## config.mk

```make
export PLATFORM = sky130hd
export DESIGN_NAME = mult_core
export DESIGN_NICKNAME = d
export VERILOG_FILES = /design/src/rtl/mult_pkg.sv /design/src/rtl/mult_core.sv
export SDC_FILE = /design/constraint.sdc
export NUM_CORES = 1
export LEC_CHECK = 0
export ABC_CLOCK_PERIOD_IN_PS = 5600
export CORE_MARGIN = 1.5
export CORE_UTILIZATION = 50
export CTS_CLUSTER_SIZE = 30
export DETAILED_ROUTE_END_ITERATION = 7
export GPL_ROUTABILITY_DRIVEN = 0
export GPL_TIMING_DRIVEN = 0
export MAX_ROUTING_LAYER = met4
export PLACE_DENSITY_LB_ADDON = 0.05
export SLEW_MARGIN = 20
export SYNTH_ARGS = -nofsm -noshare
export SYNTH_HDL_FRONTEND = slang
export SYNTH_SLANG_ARGS = --single-unit
```

## constraint.sdc

```tcl
create_clock -name clk -period 5.6 [get_ports clk]
set_input_delay 0.84 -clock clk [delete_from_list [all_inputs] [get_ports clk]]
set_output_delay 0.84 -clock clk [all_outputs]
set_load 0.03 [all_outputs]
```

## src/rtl/mult_pkg.sv

```systemverilog
// Shared definitions for the shift-and-add multiplier.
// Holds the default operand width and the FSM state encoding.
package mult_pkg;

    localparam int MULT_WIDTH = 16;

    localparam logic ST_IDLE  = 1'b0;
    localparam logic ST_SHIFT = 1'b1;

    typedef enum logic {
        S_IDLE  = ST_IDLE,
        S_SHIFT = ST_SHIFT
    } mult_state_e;

    function automatic int cnt_bits(input int w);
        return $clog2(w) + 1;
    endfunction

endpackage

```

## src/rtl/mult_core.sv

```systemverilog
// Sequential unsigned shift-and-add multiplier, one multiplier bit per clock.
// Fixed latency of WIDTH cycles from the start edge to done.
module mult_core
    import mult_pkg::*;
#(
    parameter int WIDTH = MULT_WIDTH
) (
    input  logic               clk,
    input  logic               rst,
    input  logic               init,
    input  logic [WIDTH-1:0]   op_a,
    input  logic [WIDTH-1:0]   op_b,
    output logic [2*WIDTH-1:0] result,
    output logic               done,
    output logic               busy
);

    localparam int CW = cnt_bits(WIDTH);
    localparam logic [CW-1:0] CNT_LAST = CW'(WIDTH - 1);

    mult_state_e      state;
    logic             init_q;
    logic [2*WIDTH-1:0] sa;
    logic [WIDTH-1:0] sb;
    logic [2*WIDTH-1:0] acc;
    logic [2*WIDTH-1:0] acc_nxt;
    logic [CW-1:0]    cnt;
    logic             start;

    assign start = init & ~init_q & (state == S_IDLE);

    always_comb begin
        acc_nxt = acc;
        if (sb[0]) begin
            acc_nxt = acc + sa;
        end
    end

    always_ff @(posedge clk or negedge rst) begin
        if (!rst) begin
            state  <= S_IDLE;
            init_q <= 1'b0;
            sa     <= '0;
            sb     <= '0;
            acc    <= '0;
            cnt    <= '0;
            result <= '0;
            done   <= 1'b0;
            busy   <= 1'b0;
        end else begin
            // init_q tracks in every state so an edge seen mid-op is consumed
            init_q <= init;
            unique case (state)
                S_IDLE: begin
                    if (start) begin
                        sa     <= {{WIDTH{1'b0}}, op_a};
                        sb     <= op_b;
                        acc    <= '0;
                        cnt    <= '0;
                        result <= '0;
                        done   <= 1'b0;
                        busy   <= 1'b1;
                        state  <= S_SHIFT;
                    end
                end
                S_SHIFT: begin
                    acc <= acc_nxt;
                    sa  <= sa << 1;
                    sb  <= sb >> 1;
                    cnt <= cnt + 1'b1;
                    if (cnt == CNT_LAST) begin
                        result <= acc_nxt;
                        done   <= 1'b1;
                        busy   <= 1'b0;
                        state  <= S_IDLE;
                    end
                end
                default: state <= S_IDLE;
            endcase
        end
    end

endmodule

```

# ---- After elaboration in Yosys (flattened, before gate mapping)
# Cells that the tools add are included.
# Widths: inputs -> output; s select.
dict set report op_classes {
  bitwise 4
  eq_ne 3
  n_reduce_logical 1
  addsub 2
  mux 20
}
# cell count
set ops {}
lappend ops {{$pmux 32 s2} 3}
lappend ops {{$mux 32} 4}
lappend ops {{$add 32x32->32} 1}
lappend ops {{$pmux 16 s2} 1}
lappend ops {{$mux 16} 1}
lappend ops {{$pmux 5 s2} 1}
lappend ops {{$mux 1} 6}
lappend ops {{$pmux 1 s2} 3}
lappend ops {{$add 5x1->5 const B} 1}
lappend ops {{$eq 5x4->1 const B} 1}
lappend ops {{$mux 5} 1}
lappend ops {{$and 1x1->1} 2}
lappend ops {{$ne 2x1->1 const B} 1}
lappend ops {{$ne 2x2->1 const B} 1}
lappend ops {{$not 1->1} 2}
lappend ops {{$reduce_and 2->1} 1}
dict set report word_totals {
  in_bits 35
  out_inout_bits 34
  register_bits 121
  wordCells 39
}

# ---- Longest topological paths before layout
# Gate-level depths: netlist of the first run.
dict set report depth {
  word_depth 5
  mapped_depth 11
  ltp_nobuf 11
}

# ---- Least setup slack after synthesis of the first run
# OpenSTA, ideal clock, no wires.
dict set report synth_path {
  path_type {register to register}
  from {register sa[0]}
  to {register result[28]}
  required_time_ns 5.474
  synth_period_minus_slack_ns 2.696
  slack_ns 2.904
  stages_incl_launch_ff 12
  arrival_ns 2.570
  n_path_buf 0
  setup_time_ns 0.126
  path_cell_list {dfrtp_1 > ha_1 > fa_1 > a21o_1 > a21oi_1 > o21a_1 > o221ai_1 > nand4_1 > nor3_1 > a21o_1 > xor2_1 > a221o_1}
}
dict set report synth_via {
  elab_chain_len 4
}
# element line_no
set synth_lines {}
lappend synth_lines {{start: declaration} mult_core.sv:23} ;# logic [2*WIDTH-1:0] sa;
lappend synth_lines {{start signal: assignment} mult_core.sv:56} ;# sa <= {{WIDTH{1'b0}}, op_a};
lappend synth_lines {{start signal: assignment} mult_core.sv:68} ;# sa <= sa << 1;
lappend synth_lines {{$add 32x32->32} mult_core.sv:35} ;# acc_nxt = acc + sa;
lappend synth_lines {{$mux 32} mult_core.sv:34} ;# if (sb[0]) begin
lappend synth_lines {{$mux 32} mult_core.sv:71} ;# if (cnt == CNT_LAST) begin
lappend synth_lines {{$pmux 32 s2} mult_core.sv:53} ;# unique case (state)
lappend synth_lines {{end signal: assignment} mult_core.sv:72} ;# result <= acc_nxt;
lappend synth_lines {{end: declaration} mult_core.sv:13} ;# output logic [2*WIDTH-1:0] result,
# No other way between the ends. The select of a mux whose other input is x is not followed.
# A chain may end at the register's enable or synchronous reset.

# ---- Worst setup path after layout of the first run
dict set report layout_path {
  from {register sa[0]}
  to {register result[30]}
}
# The elaborated chain is that of the path after synthesis.

==> results of run 1 <==
layout by cell type (no fill, tap or decap), drive strengths merged, types with 2 or more instances in the layout:
| master | count |
|---|---|
| dfrtp | 121 |
| nand2 | 147 |
| mux2i | 38 |
| a22oi | 6 |
| buf | 13 |
| o211ai | 6 |
| a221o | 4 |
| and3 | 8 |
| nor3 | 6 |
| o22ai | 2 |
| a32o | 5 |
| a21o | 22 |
| or3 | 3 |
| nand3 | 11 |
| ha | 33 |
| inv | 13 |
| nand4 | 9 |
| clkdlybuf4s50 | 67 |
| and2 | 4 |
| o21a | 5 |
| mux2 | 6 |
| a22o | 11 |
| clkinv | 3 |
| xor2 | 10 |
| nor2 | 35 |
| xnor2 | 20 |
| nand2b | 2 |
| o31ai | 2 |
| o21bai | 5 |
| or2 | 2 |
| clkinvlp | 3 |
| a31oi | 6 |
| a21oi | 46 |
| o21ai | 98 |
| a311o | 2 |
| a211oi | 2 |
| nor4 | 2 |
| clkbuf | 53 |
| bufinv | 4 |
worst max-delay path by stage:
stage	cells past startpoint	slack, ns	from	end
floorplan	11	2.90	sa[0]	result[28]
global placement	1	-0.93	rst	sa[6]
detailed placement	7	2.12	init	result[29]
CTS	11	2.22	sa[0]	result[30]
global route	11	1.91	sa[0]	result[30]
finish	11	2.14	sa[0]	result[30]
layout make-up:
type,instances,area share [%]
sequential,121,36.0
timing repair buffer,69,8.44
clock inverter,13,2.28
tap,176,2.62
buffer,45,2.43
inverter,10,0.447
clock buffer,19,5.27
multi-input combinational,572,42.5
kinds of logic after synthesis:
family / synth area share [%]
AO/OA/AOI/OAI: 21.2
multiplexers: 6.55
buffers and inverters: 3.53
XOR/XNOR: 3.84
AND/OR/NAND/NOR: 14.3
adder cells (fa/ha/maj): 6.33
flip-flops: 44.3
metrics by stage:
stage / setup TNS [ns] / hold WS [ns] / instance area (um2) / cells
CTS: 0 / 0.397 / 8400 / 1025
floorplan: 0 / 0.453 / 6840 / 748
finish: 0 / 0.381 / 8400 / 1025
global route: 0 / 0.421 / 8400 / 1025
detailed placement: 0 / 0.455 / 7770 / 993
global placement: -111.89 / 0.453 / 7740 / 992
power by group:
| group | leakage (nW) | switching [W] | total, W | internal, W |
|---|---|---|---|---|
| clock network | 0.301 | 0.000417 | 0.00118 | 0.000760 |
| logic | 2.00 | 0.00142 | 0.00228 | 0.000860 |
| registers | 1.58 | 0.000256 | 0.00145 | 0.00120 |
registers in the layout, summed over array words and instances (netlist names):
name,cells
acc,32
result,32
sa,32
sb,16
cnt,5
busy,1
done,1
init_q,1
state,1
per-layer routing:
metal	track usage (%)	vias up
li1	-	2845
met5	-	-
met1	36.3	2953
met4	9.82	0
met2	47.5	204
met3	5.70	37
==> reports/metrics.csv, run 1 <==
stage;metric;value;unit
outcome;status;complete, no violations;
power;VDD IR max;0.263;mV
grt;first-pass GRT wire length;31.0;mm
worst_setup_path;Worst path most repeated cell;a21oi_1;
worst_setup_path;Worst Path Required;5.89;ns
grt;largest net degree at the start of global routing;66;
placed_design;I/O Buffers;68;
route;final wirelength;19.5;mm
die;die area;14400;um2
power;power density cells;584;nW/um2
logic_synthesis;Post-synth top cells;nand2_1 (147), dfrtp_1 (121), o21ai_0 (98);
logic_synthesis;post-synth design cell area;6840;um2
worst_setup_path;RR Startpoint;sa[0];
timing;Slew Viols, Final;0;
logic_synthesis;Yosys reg bits;121;
clocking;total CTS buffers;17;
timing;final worst path period need;3.46;ns
grt;total global-route track usage;29.1;%
route;Final ANT Viol Nets;0;
timing;final setup vio count;0;
cells_and_area;area grow syn2layout;22.9;%
clocking;# clock sinks;121;
logic_synthesis;sequential element share of the synthesized area;44.3;%
logic_synthesis;Synth top area share;44.3;%
route;drc violations;0;
worst_setup_path;critical path type;reg2reg;
cells_and_area;layout cell share with drive strength beyond 1;6.36;%
die;Starting Density;51.4;%
worst_setup_path;crit path launch type;register;
timing;clk_skew;0.00932;ns
timing;RSZ-0062 raised after global routing;false;
die;die height;120;um
timing;Max Clk Rate;289;MHz
clocking;Post-CTS Setup Bufs;0;
cells_and_area;fillers;1132;
power;leakage power;3.88;nW
worst_setup_path;R2R depth;11;
logic_synthesis;Syn Area/Cell;9.14;um2
route;Metal-1 WL;8.48;mm
logic_synthesis;Syn Nets;817;
clocking;CTS H-tree depth;4;
die;Die Wd;120;um
route;vias per inst;5.89;
worst_setup_path;worst path cell trace;ha_1 > fa_1 > a21o_1 > a21oi_1 > o21a_1 > o211ai_1 > a21oi_1 > o21ai_0 > a21oi_1 > xor2_1 > o21ai_0;
logic_synthesis;most frequent cell after synthesis;nand2_1;
timing;Slew HR;27.5;%
placed_design;dpl ws;2.12;ns
worst_setup_path;element type at the critical path end;register;
route;Detailed Route Iter0 Violations;395;
logic_synthesis;post-synthesis cell type count;55;
cells_and_area;area occupied by multi-input gates;3570;um2
die;I/O Pins;69;
grt;GRT overflow;0;
route;Vias;6039;
worst_setup_path;buffer and inverter count on the worst path;0;
timing;slew of the pin with the lowest slew margin;1.08;ns
die;row count;42;
worst_setup_path;CP max-delay cell;dfrtp_1;
logic_synthesis;largest area contributor in the netlist;dfrtp_1;
worst_setup_path;CP arrival;3.75;ns
grt;vias in the first global route;5899;
flow_run;maxcap violations;0;
timing;final worst slack;2.14;ns
timing;final worst-path cycle share;61.8;%
logic_synthesis;Synth Instances;748;
die;Core Footprint;13300;um2
worst_setup_path;worst-path maximum fanout;6;
worst_setup_path;R2R Path End;result[30];
logic_synthesis;main area contributors after synthesis;dfrtp_1 (44%), nand2_1 (8.1%), o21ai_0 (7.2%);
timing;Hold Fails Final Rpt;0;
logic_synthesis;Ys Warns;0;
cells_and_area;register area;3030;um2
grt;initial antenna violation count;0;
logic_synthesis;asr flop ratio synth;100;%
clocking;CTS tree;done;
clocking;# hold bufs at CTS;0;
route;metal2 WL;9.47;mm
cells_and_area;Util after Layout;63.2;%
route;Routed WL per cell;19.0;um
clocking;CTS root buf;clkbuf_16;
worst_setup_path;r2r setup slk;2.14;ns
clocking;post-cts resize count;0;
clocking;Clock Pin Slew Worst Setup and Hold Paths;0.06;ns
worst_setup_path;family with the most delay on the worst path;compound AO/OA/AOI/OAI gates;
clocking;clk_lat worst skew;0.43;ns
min_path;HP Class;in2async;
route;max layer used;met4;
cells_and_area;Layout Nets;905;
logic_synthesis;ys flop type;dfrtp_1;
cells_and_area;antenna cells;0;
clocking;Bufs on Longest Clock Path;2;
route;Routed met3 length;1.04;mm
power;Total Power;0.00491;W
worst_setup_path;slowest stage delay, CP;0.41;ns
route;first drt pass iteration count;5;
logic_synthesis;EDFF count, synth;0;
placed_design;DP Wirelength;13.8;mm
(Power assumes the default switching activity.)
==> run 2, diff against run 1 <==
Settings changed: ABC_CLOCK_PERIOD_IN_PS 5600 to 3500.
Clock period 5.6 ns to 3.5 ns, I/O delays scaled along.
==> reports/metrics.csv, run 2 (synthesis gave the netlist of run 1 again) <==
stage;metric;value;unit;change
worst_setup_path;Worst Path Required;3.79;ns;-2.10 ns
placed_design;placed insts;993;;unchanged
clocking;CTS tree;done;;
worst_setup_path;crit path launch type;register;;
cells_and_area;commonest non-fill, non-tap cell in the layout;nand2_1;;
die;I/O Pins;69;;unchanged
route;first drt pass iteration count;5;;unchanged
clocking;post-cts resize count;0;;unchanged
worst_setup_path;element type at the critical path end;register;;
worst_setup_path;CP arrival;3.57;ns;-0.18 ns
grt;routing usage on met1;36.3;%;unchanged
power;VDD IR max;0.418;mV;+59%
timing;Max Clk Rate;305;MHz;+5.5%
timing;slew of the pin with the lowest slew margin;1.04;ns;-0.0357 ns
grt;GRT overflow;0;;unchanged
clocking;Bufs on Longest Clock Path;2;;unchanged
flow_run;maxcap violations;0;;unchanged
clocking;total CTS buffers;17;;unchanged
die;Die Wd;120;um;unchanged
grt;first-pass GRT wire length;31.0;mm;unchanged
route;vias per inst;5.89;;unchanged
placed_design;DP Wirelength;13.8;mm;unchanged
grt;vias in the first global route;5899;;unchanged
route;Final ANT Viol Nets;0;;unchanged
route;Detailed Route Iter0 Violations;413;;+4.6%
grt;largest net degree at the start of global routing;66;;unchanged
cells_and_area;antenna cells;0;;unchanged
timing;clk_skew;0.00931;ns;-0.0000128 ns
placed_design;dpl ws;0.155;ns;-1.97 ns
outcome;status;complete, no violations;;
route;Routed WL per cell;19.0;um;-0.12%
worst_setup_path;r2r setup slk;0.22;ns;-1.92 ns
grt;total global-route track usage;29.1;%;unchanged
timing;Hold Fails Final Rpt;0;;unchanged
timing;Slew Viols, Final;0;;unchanged
route;Vias;6039;;unchanged
timing;Slew HR;29.9;%;+2.4 points
timing;final worst path period need;3.28;ns;-0.181 ns
clocking;# clock sinks;121;;unchanged
worst_setup_path;worst-path maximum fanout;6;;unchanged
clocking;Clock Pin Slew Worst Setup and Hold Paths;0.06;ns;about the same
clocking;clk_lat worst skew;0.42;ns;about the same
cells_and_area;Layout Nets;905;;unchanged
clocking;CTS root buf;clkbuf_16;;
worst_setup_path;R2R depth;11;;unchanged
cells_and_area;fillers;1134;;+0.18%
worst_setup_path;RR Startpoint;sa[0];;
die;row count;42;;unchanged
worst_setup_path;critical path type;reg2reg;;
worst_setup_path;R2R Path End;result[30];;
clocking;# hold bufs at CTS;0;;unchanged
cells_and_area;layout cell share with drive strength beyond 1;6.48;%;+0.12 points
timing;final setup vio count;0;;unchanged
cells_and_area;Non-Filler Instances;1025;;unchanged
grt;grt met3 use;5.70;%;unchanged
die;Starting Density;51.4;%;unchanged
placed_design;I/O Buffers;68;;unchanged
timing;RSZ-0062 raised after global routing;false;;
timing;final worst-path cycle share;93.7;%;+32 points
cells_and_area;commonest cells after routing, fill and taps aside;nand2_1 (147), dfrtp_1 (121), o21ai_0 (97);;
power;power density cells;934;nW/um2;+60%
timing;final worst slack;0.220;ns;-1.92 ns
cells_and_area;area grow syn2layout;22.9;%;about the same
die;Core Footprint;13300;um2;unchanged
die;die area;14400;um2;unchanged
grt;initial antenna violation count;0;;unchanged
die;die height;120;um;unchanged
grt;Top Usage Layer GRT;met2;;
power;leakage power;3.88;nW;about the same
route;drc violations;0;;unchanged
route;final wirelength;19.4;mm;-0.12%
grt;met2 usage;47.5;%;unchanged
timing;Hold Slack;0.0671;ns;-0.314 ns
clocking;CTS H-tree depth;4;;unchanged
min_path;HP Class;in2async;;
clocking;Post-CTS Setup Bufs;0;;unchanged
cells_and_area;largest registers;acc: 32 flops, result: 32 flops, sa: 32 flops;;
[run 2: cell type report]
class                   instances  area (um2)  share of cell area, %
plain buffers                  45         204                   2.43
clock buffers                  19         443                   5.27
clock inverters                13         191                   2.28
inverters                      10        37.5                  0.446
multi-input cells             572        3570                   42.5
flip-flops and latches        121        3030                   36.0
well taps                     176         220                   2.62
repair buffers                 69         709                   8.44
[run 2: power breakdown]
part	switching, W	leakage [nW]	internal (W)
sequential	0.000407	1.58	0.00191
clock	0.000671	0.301	0.00122
combinational	0.00227	2.00	0.00138
[run 2: worst max-delay path by stage]
stage	to	start	slack, ns	cells past startpoint
floorplan	result[28]	sa[0]	0.80	11
detailed placement	result[30]	sa[0]	0.15	11
finish	result[30]	sa[0]	0.22	11
global route	result[30]	sa[0]	0.03	11
CTS	result[30]	sa[0]	0.12	11
global placement	acc[4]	rst	-2.72	1
[run 2: routing by layer]
metal  wire (um)  up-vias
met3        1020       35
met1        8460     2958
met5           0        -
li1            -     2853
met4         440        0
met2        9500      193
[run 2: through the flow]
stage               power [W]  setup TNS [ns]  util [%]  cell area [um2]
global route          0.00835               0      63.2             8410
CTS                   0.00785               0      63.2             8400
finish                0.00785               0      63.2             8410
global placement      0.00579         -327.88      58.2             7740
floorplan             0.00472               0         -             6840
detailed placement    0.00593               0      58.4             7770
[run 2: critical path: stages (launching register included)]
cell,delay [ns]
dfrtp_1,0.40
ha_1,0.24
fa_1,0.42
a21o_1,0.21
a21oi_2,0.22
o21a_1,0.30
o211ai_1,0.20
a21oi_1,0.33
o21ai_1,0.21
a21oi_1,0.23
xor2_1,0.24
o21ai_0,0.13
==> RTL edit 1: new RTL, settings of run 2 <==
The package constant `MULT_WIDTH` goes from 16 to 24.
--- a/src/rtl/mult_pkg.sv
+++ b/src/rtl/mult_pkg.sv
@@ -2,7 +2,7 @@
 // Holds the default operand width and the FSM state encoding.
 package mult_pkg;
 
-    localparam int MULT_WIDTH = 16;
+    localparam int MULT_WIDTH = 24;
 
     localparam logic ST_IDLE  = 1'b0;
     localparam logic ST_SHIFT = 1'b1;
Interface: changed (resized op_a, op_b and result); port bits go from 69 to 101. No check against the original RTL was run, so the function may have changed too.
==> RTL edit 1 against run 2 <==
The run now ends with negative hold slack left. Routed wire length rose by 59%. Global-route usage increased by 0.93 points. Combinational power is 68% higher. Cell area grew 48%. Sequential cell count rose by 57. Synthesized area grew 53%. Worst setup slack worse by 170 ps. Via count increased by 56%. Power up 47%. Sequential power up 53%. Critical path type unchanged. Critical endpoint is now acc[46]. Largest power group unchanged.
==> RTL edit 1: results (changes against run 2) <==
- The via count of the first global-routing pass is 9161 (was 5899).
- The final-report hold violation count is 12 (was 0).
- The DRC violation count after routing is 0 (unchanged).
- The wire length reported by the detailed router came to 30.8 mm (was 19.4 mm).
- The total global-route track usage is 30.0% (was 29.1%).
- The clock network latency to the later pin of the worst-skew pair came to 450 ps (was 420 ps).
- The part of the Yosys area used for sequential elements is 42.6% (was 44.3%).
- The global-route track usage on met2 came to 44.8% (was 47.5%).
- The transition time at the pin with the least slew margin was 1000 ps (was 1040 ps).
- The worst reg2reg path endpoint is acc[46] (was result[30]).
- The number of inserted filler cells in the final layout came to 1829 (was 1134).
- The cell count of the worst reg-to-reg path came to 13 (was 11).
- The time the final worst path needs with I/O delays and setup is 3450 ps (was 3280 ps).
- The diode insertion count for antenna repair is 0 (unchanged).
- The number of I/O port buffers was 100 (was 68).
- The worst-case vdd ir drop is 0.000394 V (was 0.000418 V).
- The fraction of layout instances using a drive strength above 1 came to 4.60% (was 6.48%).
- The non-filler instance count after layout is 1595 (was 1025).
- List of most frequent post-synthesis cells: sky130_fd_sc_hd__nand2_1 (257), sky130_fd_sc_hd__dfrtp_1 (178), sky130_fd_sc_hd__o21ai_0 (134) (was sky130_fd_sc_hd__nand2_1 (147), sky130_fd_sc_hd__dfrtp_1 (121), sky130_fd_sc_hd__o21ai_0 (98)).
- The met3 track demand over resource in global routing is 4.85% (was 5.70%).
- The highest fanout seen on the critical path is 4 (was 6).
- The vias after detailed routing was 9411 (was 6039).
- Largest registers in the final layout: acc x48, result x48, sa x48 (was acc x32, result x32, sa x32).
- The routing usage on met1 was 41.6% (was 36.3%).
- The synthesized area divided by synthesized cell count is 8.77 um2 (was 9.14 um2).
- The worst hold-check slack is -14.3 ps (was 67.1 ps).
- The clock skew was 13.3 ps (was 9.31 ps).
- The number of nets produced by synthesis is 1291 (was 817).
- The worst path arrival time came to 3830 ps (was 3570 ps).
- The number of DRC markers in iteration 0 is 741 (was 413).
- The global-route wire length before repair is 49.3 mm (was 31.0 mm).
- The post-DP HPWL is 22.4 mm (was 13.8 mm).
- Run status: finished with violations (was complete, no violations).
- The number of nets in the final layout was 1412 (was 905).
- The distinct cell type count of the synthesized netlist is 69 (was 55).
- The checks that failed: negative hold slack.
- The reg2reg setup slack was 50 ps (was 220 ps).
- The leakage dissipation is 5.72 nW (was 3.88 nW).
- The cell area after placement is 11800 um2 (was 7770 um2).
## RTL edit 1: cell count changes after synthesis, sizes merged, moves of 22 or more
cell and change:
clkbuf +28, o21ai +41, mux2i +32, dfrtp +57, nand2 +113, nor2 +27, a21oi +22
## RTL edit 1: worst max-delay path by stage
stage	from	endpoint	slack, ps	depth (start not counted)
6_report	sa[0]	acc[46]	50	13
5_1_grt	sa[0]	acc[46]	20	13
4_1_cts	sa[0]	acc[46]	100	13
3_5_place_dp	sa[0]	acc[46]	150	13
3_3_place_gp	rst	sb[9]	-5720	1
2_1_floorplan	sa[0]	acc[46]	640	13
## RTL edit 1: cell type report
cell class,count,area [um2],share of cell area [%]
buffer,73,280,2.26
clock buffer,18,429,3.46
clock inverter,14,141,1.14
inverter,18,67.6,0.544
multi-input combinational,922,5650,45.5
sequential,178,4450,35.9
tap,270,338,2.72
timing repair buffer,102,1060,8.54
## RTL edit 1: kinds of logic (layout without fill, tap and decap cells)
logic type,Yosys count,count (layout),synth area share (%)
compound gates,336,336,19.8
fa+ha+maj,49,49,5.94
simple gates,421,421,17.5
buf+inv,91,225,3.33
mux,77,77,7.46
flops,178,178,42.6
xor+xnor,39,39,3.27
## RTL edit 1: repair_timing
item | 4_1_cts | 5_1_grt
hold endpoints to repair | 0 | 0
endpoints found under the setup margin | 0 | 1
resized for setup | 0 | 1
hold buffers | 0 | 0
buffers inserted | 0 | 0
## RTL edit 1: critical path, cell delays in order, from the launching register on
cell                       delay [ps]
sky130_fd_sc_hd__dfrtp_1          420
sky130_fd_sc_hd__ha_1             200
sky130_fd_sc_hd__inv_1             60
sky130_fd_sc_hd__fa_1             380
sky130_fd_sc_hd__nor2b_1          220
sky130_fd_sc_hd__o211a_1          220
sky130_fd_sc_hd__o31ai_2          110
sky130_fd_sc_hd__nand2_4          130
sky130_fd_sc_hd__o21ai_4          100
sky130_fd_sc_hd__o41ai_4          480
sky130_fd_sc_hd__a221oi_2         190
sky130_fd_sc_hd__o31ai_2          410
sky130_fd_sc_hd__mux2_1           380
sky130_fd_sc_hd__nand2_1           70
## RTL edit 1: routing by layer
layer  share of wire (%)  wire [um]
met2                  45      13700
met4                 2.8        873
met3                 6.1       1890
met1                  47      14300
met5                   0          0
## RTL edit 1: where the power goes
group	internal, mW	switching [mW]
logic	2.33	3.81
registers	2.89	0.664
clock network	0.947	0.949
==> RTL edit 2: new RTL, config.mk and constraints of run 2 <==
Made on the original files. Make the reset (`rst`) synchronous in one clocked block.
--- a/src/rtl/mult_core.sv
+++ b/src/rtl/mult_core.sv
@@ -36,7 +36,7 @@
         end
     end
 
-    always_ff @(posedge clk or negedge rst) begin
+    always_ff @(posedge clk) begin
         if (!rst) begin
             state  <= S_IDLE;
             init_q <= 1'b0;
Check against the original RTL: differs if rst is asserted again (counterexample within 4 cycles, from zero or initial values and one cycle with rst low); with rst held inactive, the same outputs for 10 cycles.
==> RTL edit 2 against run 2 <==
Via count grew 17%. Fmax increased by 4.6%. Sequential cell count unchanged. Synthesized cell count grew 26%. Worst setup slack better by 140 ps. Clock skew shrank 2.1 ps. Synthesized area increased by 0.70%. Routed wire length grew 12%. Cell area decreased by 0.22%. Utilization down 0.39 points. Final cell count is 19% higher. Worst hold slack better by 390 ps. Critical path type unchanged.
Power is not compared: it rests on default switching activity, and its combinational part moved more than twofold at a synthesized area within 25%.
==> RTL edit 2: results (changes against run 2) <==
- The area fraction in compound gates after synthesis came to 24.4% (was 21.2%).
- The clock skew is 7.24 ps (was 9.31 ps).
- The number of DRC markers in iteration 0 is 696 (was 413).
- The transition time at the pin with the least slew margin came to 1010 ps (was 1040 ps).
- The share of final layout cell area taken by non-clock buffers is 11.1% (was 10.9%).
- The global-route wire length before repair is 34.6 mm (was 31.0 mm).
- The multi-input combinational cell count is 741 (was 572).
- The worst path arrival time is 3410 ps (was 3570 ps).
- The dominant synthesized flop cell is sky130_fd_sc_hd__dfxtp_1 (was sky130_fd_sc_hd__dfrtp_1).
- The number of placed instances, taps included is 1185 (was 993).
- The synthesized-area fraction occupied by adder cells was 6.29% (was 6.33%).
- The via count of the first global-routing pass is 6752 (was 5899).
- The mux share of post-synthesis cell area came to 2.45% (was 6.55%).
- The worst hold path class is register to register (was primary input to asynchronous set/reset pin).
- The highest fanout seen on the critical path was 4 (was 6).
- The startpoint of the most critical setup path is sa[0] (unchanged).
- The number of I/O port buffers came to 67 (was 68).
- The cell count after synthesis is 942 (was 748).
- The number of nets produced by synthesis is 1011 (was 817).
- The distinct cell type count of the synthesized netlist is 62 (was 55).
- Run status: complete, no violations (unchanged).
- The average detailed-routed wire length per instance was 18.0 um (was 19.0 um).
- The wire length reported by the detailed router is 21.9 mm (was 19.4 mm).
- The parity-gate share of the synthesized area counting xor and xnor cells is 2.92% (was 3.84%).
- The number of inserted filler cells in the final layout was 1261 (was 1134).
- The fraction of layout instances using a drive strength above 1 came to 4.42% (was 6.48%).
- The area occupied by multi-input gates is 4160 um2 (was 3570 um2).
- List of most frequent post-synthesis cells: sky130_fd_sc_hd__nand2_1 (171), sky130_fd_sc_hd__a21oi_1 (154), sky130_fd_sc_hd__dfxtp_1 (121) (was sky130_fd_sc_hd__nand2_1 (147), sky130_fd_sc_hd__dfrtp_1 (121), sky130_fd_sc_hd__o21ai_0 (98)).
- The largest net degree at the start of global routing is 17 (was 66).
- The relative area of clock buffers and inverters in the final design is 7.28% (was 7.54%).
[RTL edit 2: worst max-delay path, cell delays in order, from the launching register on]
cell	delay [ps]
sky130_fd_sc_hd__dfxtp_1	320
sky130_fd_sc_hd__ha_1	230
sky130_fd_sc_hd__fa_1	420
sky130_fd_sc_hd__a21o_1	220
sky130_fd_sc_hd__a221o_1	410
sky130_fd_sc_hd__a21oi_1	250
sky130_fd_sc_hd__nor2_1	100
sky130_fd_sc_hd__or3_1	420
sky130_fd_sc_hd__a211o_1	340
sky130_fd_sc_hd__mux2i_1	180
sky130_fd_sc_hd__a21oi_1	90
[RTL edit 2: per-stage QoR]
step                power [mW]  util (%)  hold slack, ps  instance area [um2]  setup slack [ps]
floorplan                 1.67         -             435                 6890               750
global placement          1.82      58.3             441                 7780               416
detailed placement        1.82      58.3             447                 7780               419
CTS                       3.64      62.9             454                 8390               385
global route              3.75      62.9             480                 8390               267
finish                    3.63      62.9             455                 8390               364
[RTL edit 2: cells by family (layout without fill, tap and decap cells)]
| kind of cell | after synthesis | count (layout) |
|---|---|---|
| and+or+nand+nor | 389 | 389 |
| AOI/OAI and AO/OA | 279 | 279 |
| muxes | 16 | 16 |
| adders and majority gates | 34 | 34 |
| xor gates and xnor gates | 23 | 23 |
| buffers and inverters | 80 | 179 |
| DFF | 121 | 121 |
[RTL edit 2: path summary, 6_finish.rpt]
kind              cells after the start    endpoint  slack, ps
setup / recovery                     10     acc[26]        360
hold reg to reg                       2  result[12]        450
hold / removal                        2  result[12]        450
setup reg to reg                     10     acc[26]        360
[RTL edit 2: layer usage]
layer,GRT usage [%],wire (um)
met2,49.1,9720
met5,-,0
met4,14.2,750
met3,6.42,1720
met1,41.1,9660
